### config.mk
export PLATFORM = sky130hd
export DESIGN_NAME = fetch_unit
export DESIGN_NICKNAME = d
export VERILOG_FILES = /design/src/rtl/mymips_pkg.sv /design/src/rtl/fetch_hold_buf.sv /design/src/rtl/fetch_unit.sv
export SDC_FILE = /design/constraint.sdc
export NUM_CORES = 1
export LEC_CHECK = 0
export CAP_MARGIN = 10
export CORE_MARGIN = 2
export CORE_UTILIZATION = 52
export DETAILED_ROUTE_END_ITERATION = 10
export GPL_TIMING_DRIVEN = 1
export PLACE_DENSITY = 0.86
export RECOVER_POWER = 50
export SYNTH_ARGS = -nofsm -noshare
export SYNTH_HDL_FRONTEND = slang
export SYNTH_HIERARCHICAL = 1
export SYNTH_SLANG_ARGS = --single-unit
### constraint.sdc
create_clock -name clk -period 5.23 [get_ports clk]
set_clock_uncertainty 0.2 [all_clocks]
set_input_delay 1.3075 -clock clk [delete_from_list [all_inputs] [get_ports clk]]
set_output_delay 1.3075 -clock clk [all_outputs]
set_load 0.05 [all_outputs]
### src/rtl/mymips_pkg.sv
// rtl/mymips_pkg.sv - shared myMIPS constants, opcodes and fetch FSM states
package mymips_pkg;

  localparam int PC_W = 12;

  // add $r0,$r0,$r0 encodes as all zeros and is the pipeline bubble
  localparam logic [15:0] NOP_INSTR = 16'h0000;

  // Primary opcode field [15:12], shared with the control decoder
  localparam logic [3:0] OP_RTYPE = 4'h0;
  localparam logic [3:0] OP_ADDI  = 4'h1;
  localparam logic [3:0] OP_LW    = 4'h2;
  localparam logic [3:0] OP_SW    = 4'h3;
  localparam logic [3:0] OP_BEQ   = 4'h4;
  localparam logic [3:0] OP_J     = 4'h5;
  localparam logic [3:0] OP_JAL   = 4'h6;
  localparam logic [3:0] OP_JR    = 4'h7;

  typedef enum logic [1:0] {
    ST_BOOT = 2'd0,
    ST_RUN  = 2'd1,
    ST_HOLD = 2'd2
  } fetch_state_t;

endpackage

### src/rtl/fetch_hold_buf.sv
// rtl/fetch_hold_buf.sv - single-entry capture of the in-flight ROM word during a stall
module fetch_hold_buf #(
  parameter int PC_W = 12
) (
  input  logic            clk,
  input  logic            rst,
  input  logic            i_clear,
  input  logic            i_capture,
  input  logic [15:0]     i_data,
  input  logic [PC_W-1:0] i_pc,
  output logic            o_hold_v,
  output logic [15:0]     o_hold_q,
  output logic [PC_W-1:0] o_hold_pc
);
  import mymips_pkg::*;

  logic            r_hold_v;
  logic [15:0]     r_hold_q;
  logic [PC_W-1:0] r_hold_pc;

  // Park the word arriving from the ROM while the output stage is frozen; drain or flush clears it
  always_ff @(posedge clk) begin
    if (!rst) begin
      r_hold_v  <= 1'b0;
      r_hold_q  <= NOP_INSTR;
      r_hold_pc <= '0;
    end else if (i_clear) begin
      r_hold_v  <= 1'b0;
    end else if (i_capture) begin
      r_hold_v  <= 1'b1;
      r_hold_q  <= i_data;
      r_hold_pc <= i_pc;
    end
  end

  assign o_hold_v  = r_hold_v;
  assign o_hold_q  = r_hold_q;
  assign o_hold_pc = r_hold_pc;

endmodule

### src/rtl/fetch_unit.sv
// rtl/fetch_unit.sv - myMIPS instruction fetch: PC, ROM strobe, stall hold and redirect
module fetch_unit #(
  parameter int              PC_W     = mymips_pkg::PC_W,
  parameter logic [PC_W-1:0] RESET_PC = '0
) (
  input  logic            clk,
  input  logic            rst,
  output logic            rom_en,
  output logic [PC_W-1:0] rom_addr,
  input  logic [15:0]     rom_data,
  input  logic            stall,
  input  logic            redirect,
  input  logic [PC_W-1:0] redirect_pc,
  output logic [15:0]     instr,
  output logic            instr_valid,
  output logic [PC_W-1:0] instr_pc,
  output logic [PC_W-1:0] link_pc
);
  import mymips_pkg::*;

  fetch_state_t    r_state;
  fetch_state_t    w_state_nxt;
  logic            w_issue;
  logic            w_redir;

  logic [PC_W-1:0] r_pc_q;
  logic            r_infl_v;
  logic [PC_W-1:0] r_infl_pc;

  logic [15:0]     r_instr;
  logic            r_instr_valid;
  logic [PC_W-1:0] r_instr_pc;

  logic            w_hold_v;
  logic [15:0]     w_hold_q;
  logic [PC_W-1:0] w_hold_pc;

  // FSM state register
  always_ff @(posedge clk) begin
    if (!rst) r_state <= ST_BOOT;
    else      r_state <= w_state_nxt;
  end

  // Next state: BOOT lasts one cycle, redirect wins over stall afterwards
  always_comb begin
    w_state_nxt = r_state;
    case (r_state)
      ST_BOOT: w_state_nxt = ST_RUN;
      ST_RUN, ST_HOLD: begin
        if (redirect)   w_state_nxt = ST_RUN;
        else if (stall) w_state_nxt = ST_HOLD;
        else            w_state_nxt = ST_RUN;
      end
      default: w_state_nxt = ST_BOOT;
    endcase
  end

  // FSM outputs: the stall-release cycle in HOLD also issues so the stream resumes without a bubble
  always_comb begin
    w_redir = 1'b0;
    w_issue = 1'b0;
    if (r_state != ST_BOOT) begin
      w_redir = redirect;
      w_issue = !stall && !redirect;
    end
  end

  assign rom_en   = w_issue;
  assign rom_addr = r_pc_q;

  // Program counter and the record of which address the ROM is answering next cycle
  always_ff @(posedge clk) begin
    if (!rst) begin
      r_pc_q    <= RESET_PC;
      r_infl_v  <= 1'b0;
      r_infl_pc <= '0;
    end else begin
      r_infl_v <= w_issue;
      if (w_redir) begin
        r_pc_q <= redirect_pc;
      end else if (w_issue) begin
        r_pc_q    <= r_pc_q + PC_W'(1);
        r_infl_pc <= r_pc_q;
      end
    end
  end

  fetch_hold_buf #(
    .PC_W (PC_W)
  ) u_hold (
    .clk       (clk),
    .rst       (rst),
    .i_clear   (w_redir || !stall),
    .i_capture (stall && r_infl_v),
    .i_data    (rom_data),
    .i_pc      (r_infl_pc),
    .o_hold_v  (w_hold_v),
    .o_hold_q  (w_hold_q),
    .o_hold_pc (w_hold_pc)
  );

  // Output stage: flush on redirect, freeze on stall, otherwise held word before the ROM word
  always_ff @(posedge clk) begin
    if (!rst) begin
      r_instr       <= NOP_INSTR;
      r_instr_valid <= 1'b0;
      r_instr_pc    <= '0;
    end else if (w_redir) begin
      r_instr       <= NOP_INSTR;
      r_instr_valid <= 1'b0;
    end else if (!stall) begin
      if (w_hold_v) begin
        r_instr       <= w_hold_q;
        r_instr_valid <= 1'b1;
        r_instr_pc    <= w_hold_pc;
      end else begin
        r_instr       <= r_infl_v ? rom_data : NOP_INSTR;
        r_instr_valid <= r_infl_v;
        r_instr_pc    <= r_infl_pc;
      end
    end
  end

  assign instr       = r_instr;
  assign instr_valid = r_instr_valid;
  assign instr_pc    = r_instr_pc;
  assign link_pc     = r_instr_pc + PC_W'(1);

endmodule

== Word-level counts from Yosys, hierarchy flattened ==
Index checks and enable logic that the tools add are counted.

* Flip-flop bits (word level): 85
* Bits of input ports: 32
* Output and inout bits: 54
* Word-level logic and storage cells: 43

* Mux-type cells: 11
* Bitwise gates (word level): 4
* Eq/ne operators: 2
* Reduce and logical (&&, ||, !) cells: 14
* Add/sub/neg operators: 2

{| class="wikitable"
|+ Operator list
! operator !! number
|-
| $mux W12 || 3
|-
| $mux W16 || 2
|-
| $add A12 B1 Y12 const B || 2
|-
| $reduce_and A2 Y1 || 3
|-
| $reduce_or A2 Y1 || 3
|-
| $mux W2 || 2
|-
| $not A1 Y1 || 4
|-
| $pmux W2 S2 || 1
|-
| $reduce_bool A2 Y1 || 2
|-
| $mux W1 || 3
|-
| $eq A2 B1 Y1 const B || 1
|-
| $eq A2 B2 Y1 const B || 1
|-
| $logic_and A1 B1 Y1 || 2
|-
| $logic_not A1 Y1 || 2
|-
| $logic_not A2 Y1 || 1
|-
| $logic_or A1 B1 Y1 || 1
|}

== Depth between registers and ports, before layout ==
* Depth after elaboration: 5
* Gate-level depth with buffers: 8
* Depth with buffers taken out: 7

== By module ==
Netlist, hierarchy kept.

{| class="wikitable"
|+ Modules (own cells, without submodules)
! module !! cells an instance !! area an instance (um^2) !! times used
|-
| fetch_unit || 330 || 2738.9 || 1
|-
| fetch_hold_buf || 125 || 1188.6 || 1
|}

== Worst setup path after synthesis ==
No wires, ideal clock.

* Path type: reg-to-output
* Start: register r_instr_pc[2] (netlist: instr_pc[2])
* End: output port link_pc[11]
* Cell stages (with the launch flop): 6
* Buffers on the path: 1
* Arrival time: 2348 ps
* Path slack: 1374 ps
* Path through: dfxtp_1 > clkbuf_1 > nand3_1 > nor3_1 > nand3_1 > xnor2_1

* Word-level cells in the longest chain between the ends: 1

{| class="wikitable"
|+ Ends and longest elaborated chain
! what !! line !! text
|-
| start, declared || fetch_unit.sv:32 || <nowiki>logic [PC_W-1:0] r_instr_pc;</nowiki>
|-
| start signal, assigned || fetch_unit.sv:115 || <nowiki>r_instr_pc <= w_hold_pc;</nowiki>
|-
| start signal, assigned || fetch_unit.sv:119 || <nowiki>r_instr_pc <= r_infl_pc;</nowiki>
|-
| $add A12 B1 Y12 || fetch_unit.sv:127 || <nowiki>assign link_pc = r_instr_pc + PC_W'(1);</nowiki>
|-
| end, declared || fetch_unit.sv:17 || <nowiki>output logic [PC_W-1:0] link_pc</nowiki>
|}

Every way passes these cells.

== Worst setup path in the final report ==
* Start: input port stall
* End: output port rom_en

* Word-level cells in the longest chain between the ends: 3

{| class="wikitable"
|+ Ends and longest elaborated chain
! what !! line !! text
|-
| start, declared || fetch_unit.sv:11 || <nowiki>input logic stall,</nowiki>
|-
| $logic_not A1 Y1 || n/a ||
|-
| $logic_and A1 B1 Y1 || fetch_unit.sv:64 || <nowiki>w_issue = !stall && !redirect;</nowiki>
|-
| $mux W1 || fetch_unit.sv:62 || <nowiki>if (r_state != ST_BOOT) begin</nowiki>
|-
| end, declared || fetch_unit.sv:8 || <nowiki>output logic rom_en,</nowiki>
|}

Every way passes these cells.

==> impl.org <==
** Status
- Status :: finished with violations
- The final reports fail on capacitance limit, slew limit.

** Final layout
- At the end of the flow, the number of nets in the layout was 562.
- The repair_antennas step left the layout with diodes totalling 0.
- After routing the design area is 0.00495 sq mm.
- Registers take 0.00170 sq mm.
- Final core utilization :: 67.9%
- Fill cells in the final layout number 607.
- The area growth from synthesis to layout is 26.0%.
- Multi-input logic area :: 0.00201 sq mm
- Of the cells placed in the final design, the portion with a size suffix greater than 1 is 4.90%.

** Route
- The routed design has 8970 um of wire.
- Avg Vias per Cell :: 5.55
- Number of DRC violations after detailed-routing iteration 0 :: 208
- Number of iterations in the first detailed-routing pass :: 5
- Post-route DRC :: 0
- Summing over every cut layer, the via total after detailed routing is 3494.
- Average wire length per cell after detail routing :: 14.2 um
- The count of nets left with antenna violations once routing finished came out at 0.

** Synthesis
- Synth Register Bits :: 85
- Sorting the synthesized cells by how often they occur yields 94 x sky130_fd_sc_hd__nand2_1, 85 x sky130_fd_sc_hd__dfxtp_1, 41 x sky130_fd_sc_hd__mux2i_1.
- Number of nets in the synthesized netlist :: 491
- Yosys printed 6 warnings.
- Synth Flop Type :: sky130_fd_sc_hd__dfxtp_1
- Counting flops with a built-in enable in the synthesized netlist gives 0.
- Mean area per synthesized cell :: 8.63 sq um
- Sequential elements use 43.3% of the synthesized area.
- Synth top area cells :: sky130_fd_sc_hd__dfxtp_1 43%, sky130_fd_sc_hd__mux2i_1 10%, sky130_fd_sc_hd__nand2_1 9.0%
- Number of cells produced by synthesis :: 455
- The biggest area contributor in the post-synthesis netlist is sky130_fd_sc_hd__dfxtp_1.
- Most common cell in the synthesized netlist :: sky130_fd_sc_hd__nand2_1
- Post-Synthesis Cell Area :: 0.00393 sq mm
- Synth cell types :: 51
- Area share of the largest cell type after synthesis :: 43.3%
- Of all flip-flops after synthesis, the portion carrying an async set or reset was 0%.

** Critical path
- For the worst setup path, the data arrival time is 3.07 ns.
- For the worst flop-to-flop path, the logic depth is 6.
- The worst register-to-register path begins at r_state[1].
- Endpoint of the worst-slack reg-to-reg timing path :: u_hold/o_hold_pc[8]
- The critical path in this run is classified as in2out.
- STA classifies the critical path startpoint as an input pin.
- Worst reg2reg setup slack :: 2.51 ns
- Largest driver fanout on the critical path :: 17
- STA classifies the critical path endpoint as an output pin.
- Required time reported for the critical path endpoint :: 3.72 ns

** STA
- Setup violations remaining at the end of the flow were counted as 0.
- Hold timing on the final database bottoms out at a slack of 0.264 ns.
- The final hold violation count is 0.
- Measured against its own limit, the worst slew margin works out to -11.3%.
- Setup repair after global routing left no endpoint under its margin.
- Of the available clock period, the critical path in the final layout requires 87.5%.
- After routing, the total negative slack on setup checks comes to 0 ns.
- Worst slew pin tran :: 1.67 ns
- Final Slew Violations :: 44
- Derived from the worst setup path, the maximum achievable clock frequency is 0.219 GHz.
- Final period demand of the worst path :: 4.58 ns

** GRT
- Global routing finished with a remaining overflow of 0.
- The first global-routing pass estimated 15000 um of wire.
- Pin count of the biggest net entering global routing :: 59
- Global routing consumed, over all layers together, 21.9% of the routing resources.
- The number of global-route vias before repair came to 3315.
- The initial antenna violation count was 0.

** Clock network
- The clock passes through at most 2 buffers.
- Buffers inserted during clock tree synthesis total 9.
- Post-CTS Hold Fix Bufs :: 0
- CTS Root Buffer Type :: sky130_fd_sc_hd__clkbuf_8
- Latest clock arrival within the worst-skew pair :: 0.35 ns
- Quantity of gates resized following cts :: 0
- CTS built an H-tree with a depth of 3.
- Buffer count from post-CTS setup fixing :: 0
- Total number of clock tree sinks :: 85
- After clock tree synthesis, the clock-pin slew on the worst setup and hold paths is 0.07 ns.
- TritonCTS clock tree :: built

** Die
- Die Footprint :: 0.00826 sq mm
- Effective utilization at floorplan :: 53.9%
- Width of the chip :: 90.9 um
- Rows :: 31
- For this design the top-level I/O count stands at 86.
- In this run the vertical extent of the chip is 90.9 um.
- Floorplan core area :: 0.00729 sq mm

** Place
- Placed wire-length estimate :: 6140 um
- Area after DPL :: 0.00477 sq mm
- Port Buf Inserts :: 85
- Final weighted congestion in routability-driven placement :: 0.905

** Flow run
- The tool flagged a number of max-cap violations equal to 1.

** Worst hold path
- Hold Crit Start :: u_hold/o_hold_pc[3]
- The path class of the tightest hold or removal check is reg2reg.
- Hold path endpoint :: u_hold/o_hold_pc[3]
- The worst hold path passes through 2 cells.

** Power and ir drop
- In this run the power density over the cells is 292 mW/mm^2.
- Reported leakage power :: 1.75 nW
- Peak supply drop :: 0.161 mV
## cell usage in the layout (no fill, tap or decap), types with 6 or more instances in the layout
| master | synthesis | routed |
|---|---|---|
| sky130_fd_sc_hd__mux2i_1 | 41 | 41 |
| sky130_fd_sc_hd__nor2b_1 | 20 | 20 |
| sky130_fd_sc_hd__inv_1 | 6 | 6 |
| sky130_fd_sc_hd__clkdlybuf4s50_1 | 0 | 56 |
| sky130_fd_sc_hd__dfxtp_1 | 85 | 85 |
| sky130_fd_sc_hd__xor2_1 | 6 | 6 |
| sky130_fd_sc_hd__nand3_1 | 8 | 8 |
| sky130_fd_sc_hd__clkbuf_1 | 19 | 7 |
| sky130_fd_sc_hd__nor2_1 | 32 | 32 |
| sky130_fd_sc_hd__nor3_1 | 22 | 22 |
| sky130_fd_sc_hd__dlygate4sd3_1 | 0 | 27 |
| sky130_fd_sc_hd__a21oi_1 | 23 | 23 |
| sky130_fd_sc_hd__a221oi_1 | 15 | 15 |
| sky130_fd_sc_hd__a211oi_1 | 12 | 12 |
| sky130_fd_sc_hd__nand2_1 | 94 | 94 |
| sky130_fd_sc_hd__clkbuf_8 | 0 | 10 |
| sky130_fd_sc_hd__xnor2_1 | 6 | 6 |
## logic make-up (layout without fill, tap and decap cells)
group	after synthesis	after routing	share of synthesized area, %
and+or+nand+nor	202	202	23.8
DFF	85	85	43.3
AOI/OAI and AO/OA	71	71	12.9
muxes	41	41	10.4
buffers and inverters	40	116	5.61
xor gates and xnor gates	12	12	2.68
adders and majority gates	4	4	1.27
## how the worst max path moves through the flow
stage | start | end | slack (ns) | depth (start not counted)
floorplan | instr_pc[2] | link_pc[11] | 1.37 | 5
global placement | stall | rom_en | 1.03 | 5
detailed placement | stall | rom_en | 1.03 | 5
CTS | stall | rom_en | 1.03 | 5
global route | stall | rom_en | 0.50 | 5
finish | stall | rom_en | 0.65 | 5
## state kept, by name (all words and copies together) (netlist names)
signal / count
rom_addr: 12
u_hold/o_hold_pc: 12
r_infl_v: 1
u_hold/o_hold_v: 1
u_hold/o_hold_q: 16
instr_valid: 1
instr: 16
r_infl_pc: 12
r_state: 2
instr_pc: 12
## critical path, stage by stage
cell and delay (ns):
sky130_fd_sc_hd__dlygate4sd3_1 0.55, sky130_fd_sc_hd__or3_1 0.37, sky130_fd_sc_hd__clkbuf_1 0.33, sky130_fd_sc_hd__inv_2 0.33, sky130_fd_sc_hd__buf_12 0.18
## layer usage
layer	up-vias	GRT usage, %	wire (um)
met1	1618	28.0	4050
met4	0	9.97	139
met2	129	36.8	4250
met5	-	0	0
met3	12	3.17	525
li1	1735	-	-
## power by group
group / switching [mW] / leakage [nW] / internal, mW / total, mW
sequential: 0.0320 / 0.691 / 0.672 / 0.704
clock: 0.215 / 0.0919 / 0.235 / 0.450
combinational: 0.186 / 0.962 / 0.107 / 0.293
total: 0.433 / 1.75 / 1.01 / 1.45
## final cells by class
cell class | instances | share of cell area [%]
clock buffers | 15 | 3.16
clock inverters | 1 | 0.607
inverters | 8 | 0.607
multi-input cells | 330 | 40.5
flip-flops and latches | 85 | 34.4
well taps | 99 | 2.50
repair buffers | 92 | 18.2
## stage by stage
stage	total power, mW	std cells	setup WS [ns]
2_1_floorplan	0.909	455	1.37
3_3_place_gp	1.01	614	1.03
3_5_place_dp	1.02	614	1.03
4_1_cts	1.46	630	1.03
5_1_grt	1.50	630	0.502
6_report	1.45	630	0.654
Power figures use the tool's default switching activity.
